==> src/rtl/sram_kn_row_streamer.sv <==
// ---------------------------------------------------------------------------
// sram_kn_row_streamer
//
// Read-side sequencer for the k-major KxN word memory. A command names a row
// range [k_base, k_base+k_len). For every row the block reads n = 0..N-1 on
// the memory k/n port, buffers the returned words in a small FIFO, and
// presents them as a valid/ready stream tagged with k/n and row/frame-last
// flags.
//
// Ports
//   clk, rst          clock, asynchronous active-high reset
//   start             command strobe (only looked at in IDLE)
//   k_base, k_len     first row and number of rows of the command
//   busy              high while a command is being processed
//   done              one-cycle pulse after the final beat is accepted
//   cmd_err           one-cycle pulse when a command is rejected
//   m_en, m_re        memory enable / read strobe (combinational)
//   m_we, m_wdata,
//   m_wmask           write side of the memory port, tied 0
//   m_k, m_n          memory row / column address
//   m_rdata, m_rvalid read data return from the memory (in order, latency>=1)
//   o_valid, o_ready  output stream handshake
//   o_data, o_k, o_n  stream word and its row / column
//   o_last_row        word is the last of its row (n == N-1)
//   o_last            word is the last of the command
//   dbg_state         current FSM state, for observation only
//
// Handshake: a beat transfers on every rising clock edge where
// o_valid && o_ready are both high. Once o_valid is raised, o_data, o_k,
// o_n, o_last_row and o_last hold their values until that transfer happens;
// o_valid never drops without a transfer.
// ---------------------------------------------------------------------------
module sram_kn_row_streamer #(
  parameter int KMAX       = 1024,
  parameter int N          = 8,
  parameter int DATA_W     = 32,
  parameter int FIFO_DEPTH = 4,
  parameter int K_W        = (KMAX <= 1) ? 1 : $clog2(KMAX),
  parameter int N_W        = (N <= 1) ? 1 : $clog2(N),
  parameter int LEN_W      = K_W + 1
) (
  input  logic                  clk,
  input  logic                  rst,
  input  logic                  start,
  input  logic [K_W-1:0]        k_base,
  input  logic [LEN_W-1:0]      k_len,
  output logic                  busy,
  output logic                  done,
  output logic                  cmd_err,
  output logic                  m_en,
  output logic                  m_re,
  output logic                  m_we,
  output logic [K_W-1:0]        m_k,
  output logic [N_W-1:0]        m_n,
  output logic [DATA_W-1:0]     m_wdata,
  output logic [DATA_W/8-1:0]   m_wmask,
  input  logic [DATA_W-1:0]     m_rdata,
  input  logic                  m_rvalid,
  output logic                  o_valid,
  input  logic                  o_ready,
  output logic [DATA_W-1:0]     o_data,
  output logic [K_W-1:0]        o_k,
  output logic [N_W-1:0]        o_n,
  output logic                  o_last_row,
  output logic                  o_last,
  output logic [1:0]            dbg_state
);

  // FIFO pointer width and occupancy-counter width (counts 0..FIFO_DEPTH).
  localparam int AW = (FIFO_DEPTH <= 2) ? 1 : $clog2(FIFO_DEPTH);
  localparam int CW = AW + 1;

  localparam logic [CW:0]      DEPTH_L = (CW+1)'(FIFO_DEPTH);
  localparam logic [LEN_W:0]   KMAX_L  = (LEN_W+1)'(KMAX);
  localparam logic [N_W-1:0]   N_LAST  = N_W'(N - 1);

  typedef enum logic [1:0] {
    ST_IDLE  = 2'd0,
    ST_ISSUE = 2'd1,
    ST_DRAIN = 2'd2,
    ST_DONE  = 2'd3
  } state_t;

  state_t state_q, state_d;

  // Issue pointer (next read to send) and output pointer (row/col of the
  // FIFO head). They move independently: issue runs ahead by at most
  // FIFO_DEPTH words.
  logic [K_W-1:0] ik_q, ik_d;
  logic [N_W-1:0] in_q, in_d;
  logic [K_W-1:0] ok_q, ok_d;
  logic [N_W-1:0] on_q, on_d;
  logic [K_W-1:0] last_k_q, last_k_d;

  logic [CW-1:0]  outstanding_q, outstanding_d;
  logic [CW-1:0]  count_q, count_d;
  logic [AW-1:0]  wr_ptr_q, wr_ptr_d;
  logic [AW-1:0]  rd_ptr_q, rd_ptr_d;
  logic           cmd_err_q, cmd_err_d;

  logic [DATA_W-1:0] fifo_mem [FIFO_DEPTH];

  // Command validation. The end row is formed one bit wider than k_len so
  // that k_base + k_len can never wrap and slip under KMAX.
  logic [LEN_W:0]  cmd_end;
  logic [K_W-1:0]  cmd_last_k;
  logic            cmd_ok;
  logic            accept;

  assign cmd_end    = (LEN_W+1)'(k_base) + (LEN_W+1)'(k_len);
  assign cmd_ok     = (k_len != '0) && (cmd_end <= KMAX_L);
  // Only meaningful when cmd_ok; then the true last row fits in K_W bits,
  // so modular arithmetic on K_W bits gives the exact value.
  assign cmd_last_k = k_base + K_W'(k_len - LEN_W'(1));
  assign accept     = (state_q == ST_IDLE) && start && cmd_ok;

  // Credit: every read in flight already owns a FIFO slot, so counting
  // outstanding reads together with buffered words guarantees the FIFO can
  // absorb every return regardless of memory latency.
  logic [CW:0] used;
  logic        issue;
  logic        push;
  logic        pop;
  logic        issue_last;

  assign used       = {1'b0, outstanding_q} + {1'b0, count_q};
  assign issue      = (state_q == ST_ISSUE) && (used < DEPTH_L);
  assign issue_last = issue && (ik_q == last_k_q) && (in_q == N_LAST);
  // A return with nothing outstanding cannot belong to this command
  // (e.g. stale data around a reset), so it is dropped.
  assign push       = m_rvalid && (outstanding_q != '0);
  assign pop        = o_valid && o_ready;

  // ---------------------------------------------------------------------
  // Outputs
  // ---------------------------------------------------------------------
  assign o_valid    = (count_q != '0);
  assign o_data     = o_valid ? fifo_mem[rd_ptr_q] : '0;
  assign o_k        = ok_q;
  assign o_n        = on_q;
  assign o_last_row = (on_q == N_LAST);
  assign o_last     = o_last_row && (ok_q == last_k_q);

  assign m_en       = issue;
  assign m_re       = issue;
  assign m_we       = 1'b0;
  assign m_k        = issue ? ik_q : '0;
  assign m_n        = issue ? in_q : '0;
  assign m_wdata    = '0;
  assign m_wmask    = '0;

  assign busy       = (state_q == ST_ISSUE) || (state_q == ST_DRAIN);
  assign done       = (state_q == ST_DONE);
  assign cmd_err    = cmd_err_q;
  assign dbg_state  = state_q;

  // ---------------------------------------------------------------------
  // FSM: next state
  // ---------------------------------------------------------------------
  always_comb begin
    state_d = state_q;
    unique case (state_q)
      ST_IDLE:  if (accept) state_d = ST_ISSUE;
      ST_ISSUE: if (issue_last) state_d = ST_DRAIN;
      // The final beat cannot leave the FIFO before its read has issued,
      // so the o_last transfer is only ever seen in DRAIN.
      ST_DRAIN: if (pop && o_last) state_d = ST_DONE;
      ST_DONE:  state_d = ST_IDLE;
      default:  state_d = ST_IDLE;
    endcase
  end

  // ---------------------------------------------------------------------
  // Datapath next-state
  // ---------------------------------------------------------------------
  always_comb begin
    ik_d          = ik_q;
    in_d          = in_q;
    ok_d          = ok_q;
    on_d          = on_q;
    last_k_d      = last_k_q;
    outstanding_d = outstanding_q;
    count_d       = count_q;
    wr_ptr_d      = wr_ptr_q;
    rd_ptr_d      = rd_ptr_q;
    cmd_err_d     = (state_q == ST_IDLE) && start && !cmd_ok;

    if (accept) begin
      ik_d     = k_base;
      in_d     = '0;
      ok_d     = k_base;
      on_d     = '0;
      last_k_d = cmd_last_k;
    end

    if (issue) begin
      if (in_q == N_LAST) begin
        in_d = '0;
        ik_d = ik_q + K_W'(1);
      end else begin
        in_d = in_q + N_W'(1);
      end
    end

    if (pop) begin
      rd_ptr_d = rd_ptr_q + AW'(1);
      if (on_q == N_LAST) begin
        on_d = '0;
        ok_d = ok_q + K_W'(1);
      end else begin
        on_d = on_q + N_W'(1);
      end
    end

    if (push) begin
      wr_ptr_d = wr_ptr_q + AW'(1);
    end

    unique case ({issue, push})
      2'b10:   outstanding_d = outstanding_q + CW'(1);
      2'b01:   outstanding_d = outstanding_q - CW'(1);
      default: outstanding_d = outstanding_q;
    endcase

    unique case ({push, pop})
      2'b10:   count_d = count_q + CW'(1);
      2'b01:   count_d = count_q - CW'(1);
      default: count_d = count_q;
    endcase
  end

  // ---------------------------------------------------------------------
  // Registers
  // ---------------------------------------------------------------------
  always_ff @(posedge clk or posedge rst) begin
    if (rst) begin
      state_q       <= ST_IDLE;
      ik_q          <= '0;
      in_q          <= '0;
      ok_q          <= '0;
      on_q          <= '0;
      last_k_q      <= '0;
      outstanding_q <= '0;
      count_q       <= '0;
      wr_ptr_q      <= '0;
      rd_ptr_q      <= '0;
      cmd_err_q     <= 1'b0;
    end else begin
      state_q       <= state_d;
      ik_q          <= ik_d;
      in_q          <= in_d;
      ok_q          <= ok_d;
      on_q          <= on_d;
      last_k_q      <= last_k_d;
      outstanding_q <= outstanding_d;
      count_q       <= count_d;
      wr_ptr_q      <= wr_ptr_d;
      rd_ptr_q      <= rd_ptr_d;
      cmd_err_q     <= cmd_err_d;
    end
  end

  // FIFO storage carries no reset: an entry is only read after it has been
  // written, and o_data is forced to 0 while the FIFO is empty.
  always_ff @(posedge clk) begin
    if (push) begin
      fifo_mem[wr_ptr_q] <= m_rdata;
    end
  end

endmodule

==> config.mk <==
export PLATFORM = sky130hd
export DESIGN_NAME = sram_kn_row_streamer
export DESIGN_NICKNAME = d
export VERILOG_FILES = /design/src/rtl/sram_kn_row_streamer.sv
export SDC_FILE = /design/constraint.sdc
export NUM_CORES = 1
export LEC_CHECK = 0
export CAP_MARGIN = 5
export CORE_MARGIN = 2
export CORE_UTILIZATION = 50
export DETAILED_ROUTE_END_ITERATION = 8
export PLACE_DENSITY = 0.82
export SYNTH_ARGS = -nofsm -noshare
export SYNTH_HDL_FRONTEND = slang
export SYNTH_SLANG_ARGS = --single-unit
==> constraint.sdc <==
create_clock -name clk -period 6.2 [get_ports clk]
set_input_delay 0.62 -clock clk [delete_from_list [all_inputs] [get_ports clk]]
set_output_delay 0.62 -clock clk [all_outputs]
set_load 0.02 [all_outputs]
Word level (Yosys, flattened, before mapping)

Memories as Yosys holds them, arrays and structs flattened.
Index checks and enable logic that the tools add are counted.
W data, S select, Z words.

Register bits: 49
Word-level logic and storage cells: 86
Output and inout bits: 105
Memories kept: 1
Bits in writable memories: 128

Muxes and demuxes: 22
Add/subtract/negate cells: 14
Eq/ne operators: 14
Order comparisons: 2
Reductions and logical operators: 22

Memory list:

| memory   | depth | bits a word | read ports | clocked after memory_dff | write ports | RTL line | RTL |
|---|---|---|---|---|---|---|---|
| fifo_mem | 4     | 32          | 1          | 0                        | 1           | 101      | `logic [DATA_W-1:0] fifo_mem [FIFO_DEPTH];` |

Operators with widths:

| operator                | count |
|---|---|
| $mux W10                | 7 |
| $mux W32                | 1 |
| $add A10 B1 Y10 const B | 2 |
| $eq A10 B10 Y1          | 2 |
| $mux W3                 | 6 |
| $add A10 B11 Y12        | 1 |
| $add A3 B1 Y3 const B   | 4 |
| $le A12 B11 Y1 const B  | 1 |
| $pmux W3 S2             | 2 |
| $logic_and A1 B1 Y1     | 11 |
| $reduce_bool A11 Y1     | 1 |
| $add A10 B10 Y10        | 1 |
| $sub A10 B1 Y10 const B | 1 |
| $eq A2 B2 Y1 const B    | 4 |
| $pmux W2 S4             | 1 |
| $reduce_bool A2 Y1      | 4 |
| $eq A2 B1 Y1 const B    | 3 |
| $eq A3 B3 Y1 const B    | 2 |
| $mux W2                 | 3 |
| $reduce_bool A3 Y1      | 2 |
| $sub A3 B1 Y3 const B   | 2 |
| $add A2 B1 Y2 const B   | 2 |
| $add A3 B3 Y4           | 1 |
| $lt A4 B3 Y1 const B    | 1 |
| 7 further kinds         | 9 |

Logic depth before layout (Yosys ltp)

Depth after elaboration: 7
Gate-level depth with buffers: 13
Depth with buffers taken out: 13

Worst setup path after synthesis

Ideal clock, no wire load.

Kind: in2reg
Start: input port k_base[0]
End: register ok_q[8], in the netlist o_k[8]
Setup slack: 2915 ps
Path buffers: 1
Data required time: 6074 ps
Stages on the path: 10
Arrival: 3159 ps
Path through: ha_1 fa_1 a21o_1 a221o_1 a221oi_1 xnor2_1 o41a_1 nor2_2 buf_4 a311o_1

Word-level cells in the longest chain between the ends: 7

RTL lines:

| what                    | RTL line | RTL |
|---|---|---|
| start: declaration      | 45       | `input logic [K_W-1:0] k_base,` |
| $add A10 B11 Y12 (*)    | 110      | `assign cmd_end = (LEN_W+1)'(k_base) + (LEN_W+1)'(k_len);` |
| $le A12 B11 Y1 (*)      | 111      | `assign cmd_ok = (k_len != '0) && (cmd_end <= KMAX_L);` |
| $logic_and A1 B1 Y1 (*) | 111      |  |
| $logic_and A1 B1 Y1 (*) | 115      | `assign accept = (state_q == ST_IDLE) && start && cmd_ok;` |
| $mux W10 (*)            | 188      | `if (accept) begin` |
| $mux W10                | 207      | `if (on_q == N_LAST) begin` |
| $mux W10 (*)            | 205      | `if (pop) begin` |
| named net ok_d[8]       | 91       | `logic [K_W-1:0] ok_q, ok_d;` |
| end signal: assignment  | 252      | `ok_q <= ok_d;` |
| end: declaration        | 91       |  |

Mark *: on every way through the listed nets, which the timed path passes. The rest lies on a longest branch.
A chain may end at the register's enable or synchronous reset.

Worst setup path in the final report

Start: input port k_base[0]
End: register last_k_q[7]

Word-level cells in the longest chain between the ends: 4
Elaborated cells on any way between the ends: 5

RTL lines:

| what                   | RTL line | RTL |
|---|---|---|
| $add A10 B11 Y12       | 110      |  |
| $le A12 B11 Y1         | 111      |  |
| $logic_and A1 B1 Y1    | 111      |  |
| $logic_and A1 B1 Y1    | 115      |  |
| end signal: assignment | 254      | `last_k_q <= last_k_d;` |
| end: declaration       | 93       | `logic [K_W-1:0] last_k_q, last_k_d;` |

Several ways; a longest one is shown, not always the timed one.

==> summary.txt <==
Status
  – Outcome: finished, final reports clean

Clock network
  – Clock sink count: 177
  – Clk_lat worst skew: 0.43 ns
  – Clk buf depth: 2
  – CTS tree: built
  – # hold bufs at CTS: 0
  – PostCTS Resize Cnt: 0
  – H-tree depth: 4
  – Cts bufs inserted: 17
  – CTS clock-pin slew for the worst setup and hold paths: 0.07 ns
  – Clock root cell: clkbuf_16
  – Postcts setup bufs: 0

Worst hold path
  – Worst hold path type: flop to flop
  – Hold Path Origin: rd_ptr_q[0]

STA
  – Relative slew slack: 0.298
  – Final period util: 0.686
  – Final setup viols: 0
  – RSZ-0062 raised after global routing: false
  – Setup TNS: 0 ns
  – Max Freq: 235 MHz
  – Final Skew: 0.0105 ns
  – Final Hold Fails: 0
  – Final critical-path required period: ~4.3 ns
  – Slew Viols, Final: 0
  – Worst slew pin tran: 1.05 ns

Detailed routing
  – Met3 wire len: 1.31 mm
  – Total wire length: 20.8 mm
  – Via/cell ratio: 5.68
  – Routed met1 length: a little under 9 mm
  – Drt pass-1 iters: 5
  – Routed via count: 6233
  – Met2 WL: 10.3 mm
  – Wirelength per Cell: between 15 and 20 um
  – Highest routed layer: met4
  – Iter 0 DRT Violations: 481
  – Post-route DRC: 0
  – Post-DRT Antenna Nets: 0

Setup path
  – Crit path max-delay cell type: o41a_1
  – Crit path from: k_base[0]
  – Critical path arrival: between 4 and 5 ns
  – Startpoint Class: input port
  – Crit path kind: input port to flop
  – CP max FO: 16
  – Largest stage delay on the critical path: between 0.7 and 0.8 ns
  – Required time of the critical path: 6.51 ns
  – Crit-path cells: clkdlybuf4s50_1 > ha_1 > fa_1 > a21o_1 > a221o_1 > nor3_1 > a31oi_1 > o41a_1 > nor2_2 > mux2_2
  – Setup crit end kind: flop
  – FF-to-FF Start: dbg_state[1]

Cells and area
  – Multi-input gate area: 3740 um2
  – Final net count: roughly 960
  – Share of post-route cells with drive strength above 1: 0.101
  – FF+latch area: 5070 um2
  – Fin area: 11200 um2
  – Fill cells: roughly 1.4k
  – Area grow syn2layout: 20.6%
  – N_diodes: 0

Job
  – Max-Cap Viols: 0

Floorplan
  – Die H: 140 um
  – I/O Pins: 163
  – Initial Util: 0.514
  – Core Footprint: 18100 um2
  – Area of the die: roughly 20000 um2
  – Die Wd: between 100 and 150 um
  – Cell Rows: between 40 and 50

Synth
  – Synthesis Warnings: 0
  – EDFF count, synth: 128
  – Predominant post-synthesis flop cell: edfxtp_1
  – Top cells by area, synth: edfxtp_1 (41%), dfrtp_1 (13%), mux4_2 (7.8%)
  – Synth top area share: 0.414
  – Largest area contributor in the netlist: edfxtp_1
  – Synth Cell Area: 9290 um2
  – Sequential area share after synthesis: 0.546
  – Netlist cell types: 64
  – Yosys reg bits: approximately 180
  – Synth async-reset ratio: 0.277
  – Mapped Cells: ~740
  – Syn avg cell area: 12.6 um2

Power
  – Comb power frac: 0.441
  – Peak VDD IR: 0.000221 V
  – Pleak: 4.37 nW
  – Sequential group share of total power: 0.361
  – Clock power frac: 0.197
  – Psw: 1.96 mW
  – P per Cell Area: between 400 and 500 nW/um2
  – Sw frac: 0.373
  – Internal: 3.30 mW

Global route
  – Overall Global Routing Usage: 0.216
  – Largest net degree at the start of global routing: 50
  – Number of global-route vias before repair: 6232
  – Remaining Overflow, GRT: 0
  – Initial antenna violation count: 0
  – First-pass GRT wire length: 32.9 mm

Placement
  – Port Buffer Count: 125
  – Post-DP HPWL: roughly 15 mm
  – RePlAce Congestion: a little over 0.9
  – Post-DP Area: around 11000 um2
cell type report:
class,count,area share
sequential,177,0.452
multi-input combinational,469,0.334
timing repair buffer,134,0.118
clock buffer,19,0.0386
tap,229,0.0256
inverter,57,0.0191
clock inverter,13,0.0128
per-stage QoR:
step	cells	hold WS (ns)	power, mW	worst slack (ns)	utilization
2_1_floorplan	772	0.459	3.35	2.91	-
3_3_place_gp	1066	0.475	4.19	1.67	0.588
3_5_place_dp	1066	0.483	4.25	1.59	0.588
4_1_cts	1098	0.492	5.29	2.03	0.620
5_1_grt	1098	0.520	5.55	1.76	0.620
6_report	1098	0.487	5.26	1.95	0.620
per-layer routing:
layer / up-vias / global-route usage
li1: 2872 / -
met1: 3100 / 0.287
met2: 228 / 0.353
met3: 33 / 0.0533
met4: 0 / 0.0654
met5: - / 0
cell families after synthesis:
family / after synthesis / synth area share
DFF: 177 / 0.546
buffers and inverters: 126 / 0.0669
and+or+nand+nor: 187 / 0.110
AOI/OAI and AO/OA: 115 / 0.0820
xor gates and xnor gates: 40 / 0.0377
other: 1 / 0.000403
adders and majority gates: 50 / 0.0705
muxes: 40 / 0.0872
final timing paths:
kind                       slack (ns)           end  cells past startpoint
setup / recovery                 1.95   last_k_q[7]                     10
hold / removal                   0.49   rd_ptr_q[0]                      1
setup reg to reg                 2.37  dbg_state[0]                     10
hold reg to reg                  0.49   rd_ptr_q[0]                      1
max in group asynchronous        4.70   rd_ptr_q[0]                      2
min in group asynchronous        0.78    count_q[1]                      2
layout by cell type (no fill, tap or decap), drive strengths merged, types with 20 or more instances in the layout:
master	n
a21oi	23
and2	38
clkdlybuf4s50	125
conb	37
dfrtp	49
edfxtp	128
ha	46
inv	64
mux4	32
nand2	42
nor2	20
o21ai	36
xnor2	27
flip-flops by register name, summed over array words and instances (netlist names):
register	cells
cmd_err	1
count_q	3
dbg_state	2
fifo_mem	128
ik_q	10
in_q	3
last_k_q	10
o_k	10
o_n	3
outstanding_q	3
rd_ptr_q	2
wr_ptr_q	2
power by group through the flow:
| stage | Clock [mW] | Combinational (mW) | Sequential (mW) |
|---|---|---|---|
| 6_report | 1.04 | 2.32 | 1.90 |
| 5_1_grt | 1.11 | 2.51 | 1.93 |
| 4_1_cts | 1.06 | 2.34 | 1.89 |
| 3_5_place_dp | 0 | 2.33 | 1.92 |
| 3_3_place_gp | 0 | 2.28 | 1.91 |
| 2_1_floorplan | 0 | 1.50 | 1.85 |
cell usage after synthesis, types with 3 or more instances:
library cell	n
a211o_1	4
a21o_1	5
a21oi_1	22
a221oi_1	3
a311o_1	3
a31oi_1	12
and2_1	38
and3_1	19
buf_1	3
buf_4	39
clkbuf_1	25
dfrtp_1	49
edfxtp_1	128
fa_1	4
ha_1	46
inv_1	56
mux2_2	4
mux2i_1	3
mux4_2	32
nand2_1	42
nand2b_1	3
nand3_1	16
nand4_1	13
nor2_1	19
nor2b_1	7
nor3_1	9
nor4_1	5
o211ai_1	7
o21ai_0	36
o31ai_1	3
or3b_1	4
xnor2_1	27
xor2_1	13
worst max-delay path, delay by kind of cell:
| family | cells | cell delay (ns) |
|---|---|---|
| fa+ha+maj | 2 | 0.71 |
| simple gates | 2 | 0.86 |
| buf+inv | 1 | 0.53 |
| mux | 1 | 0.42 |
| compound gates | 4 | 1.40 |
Power figures use the tool's default switching activity.
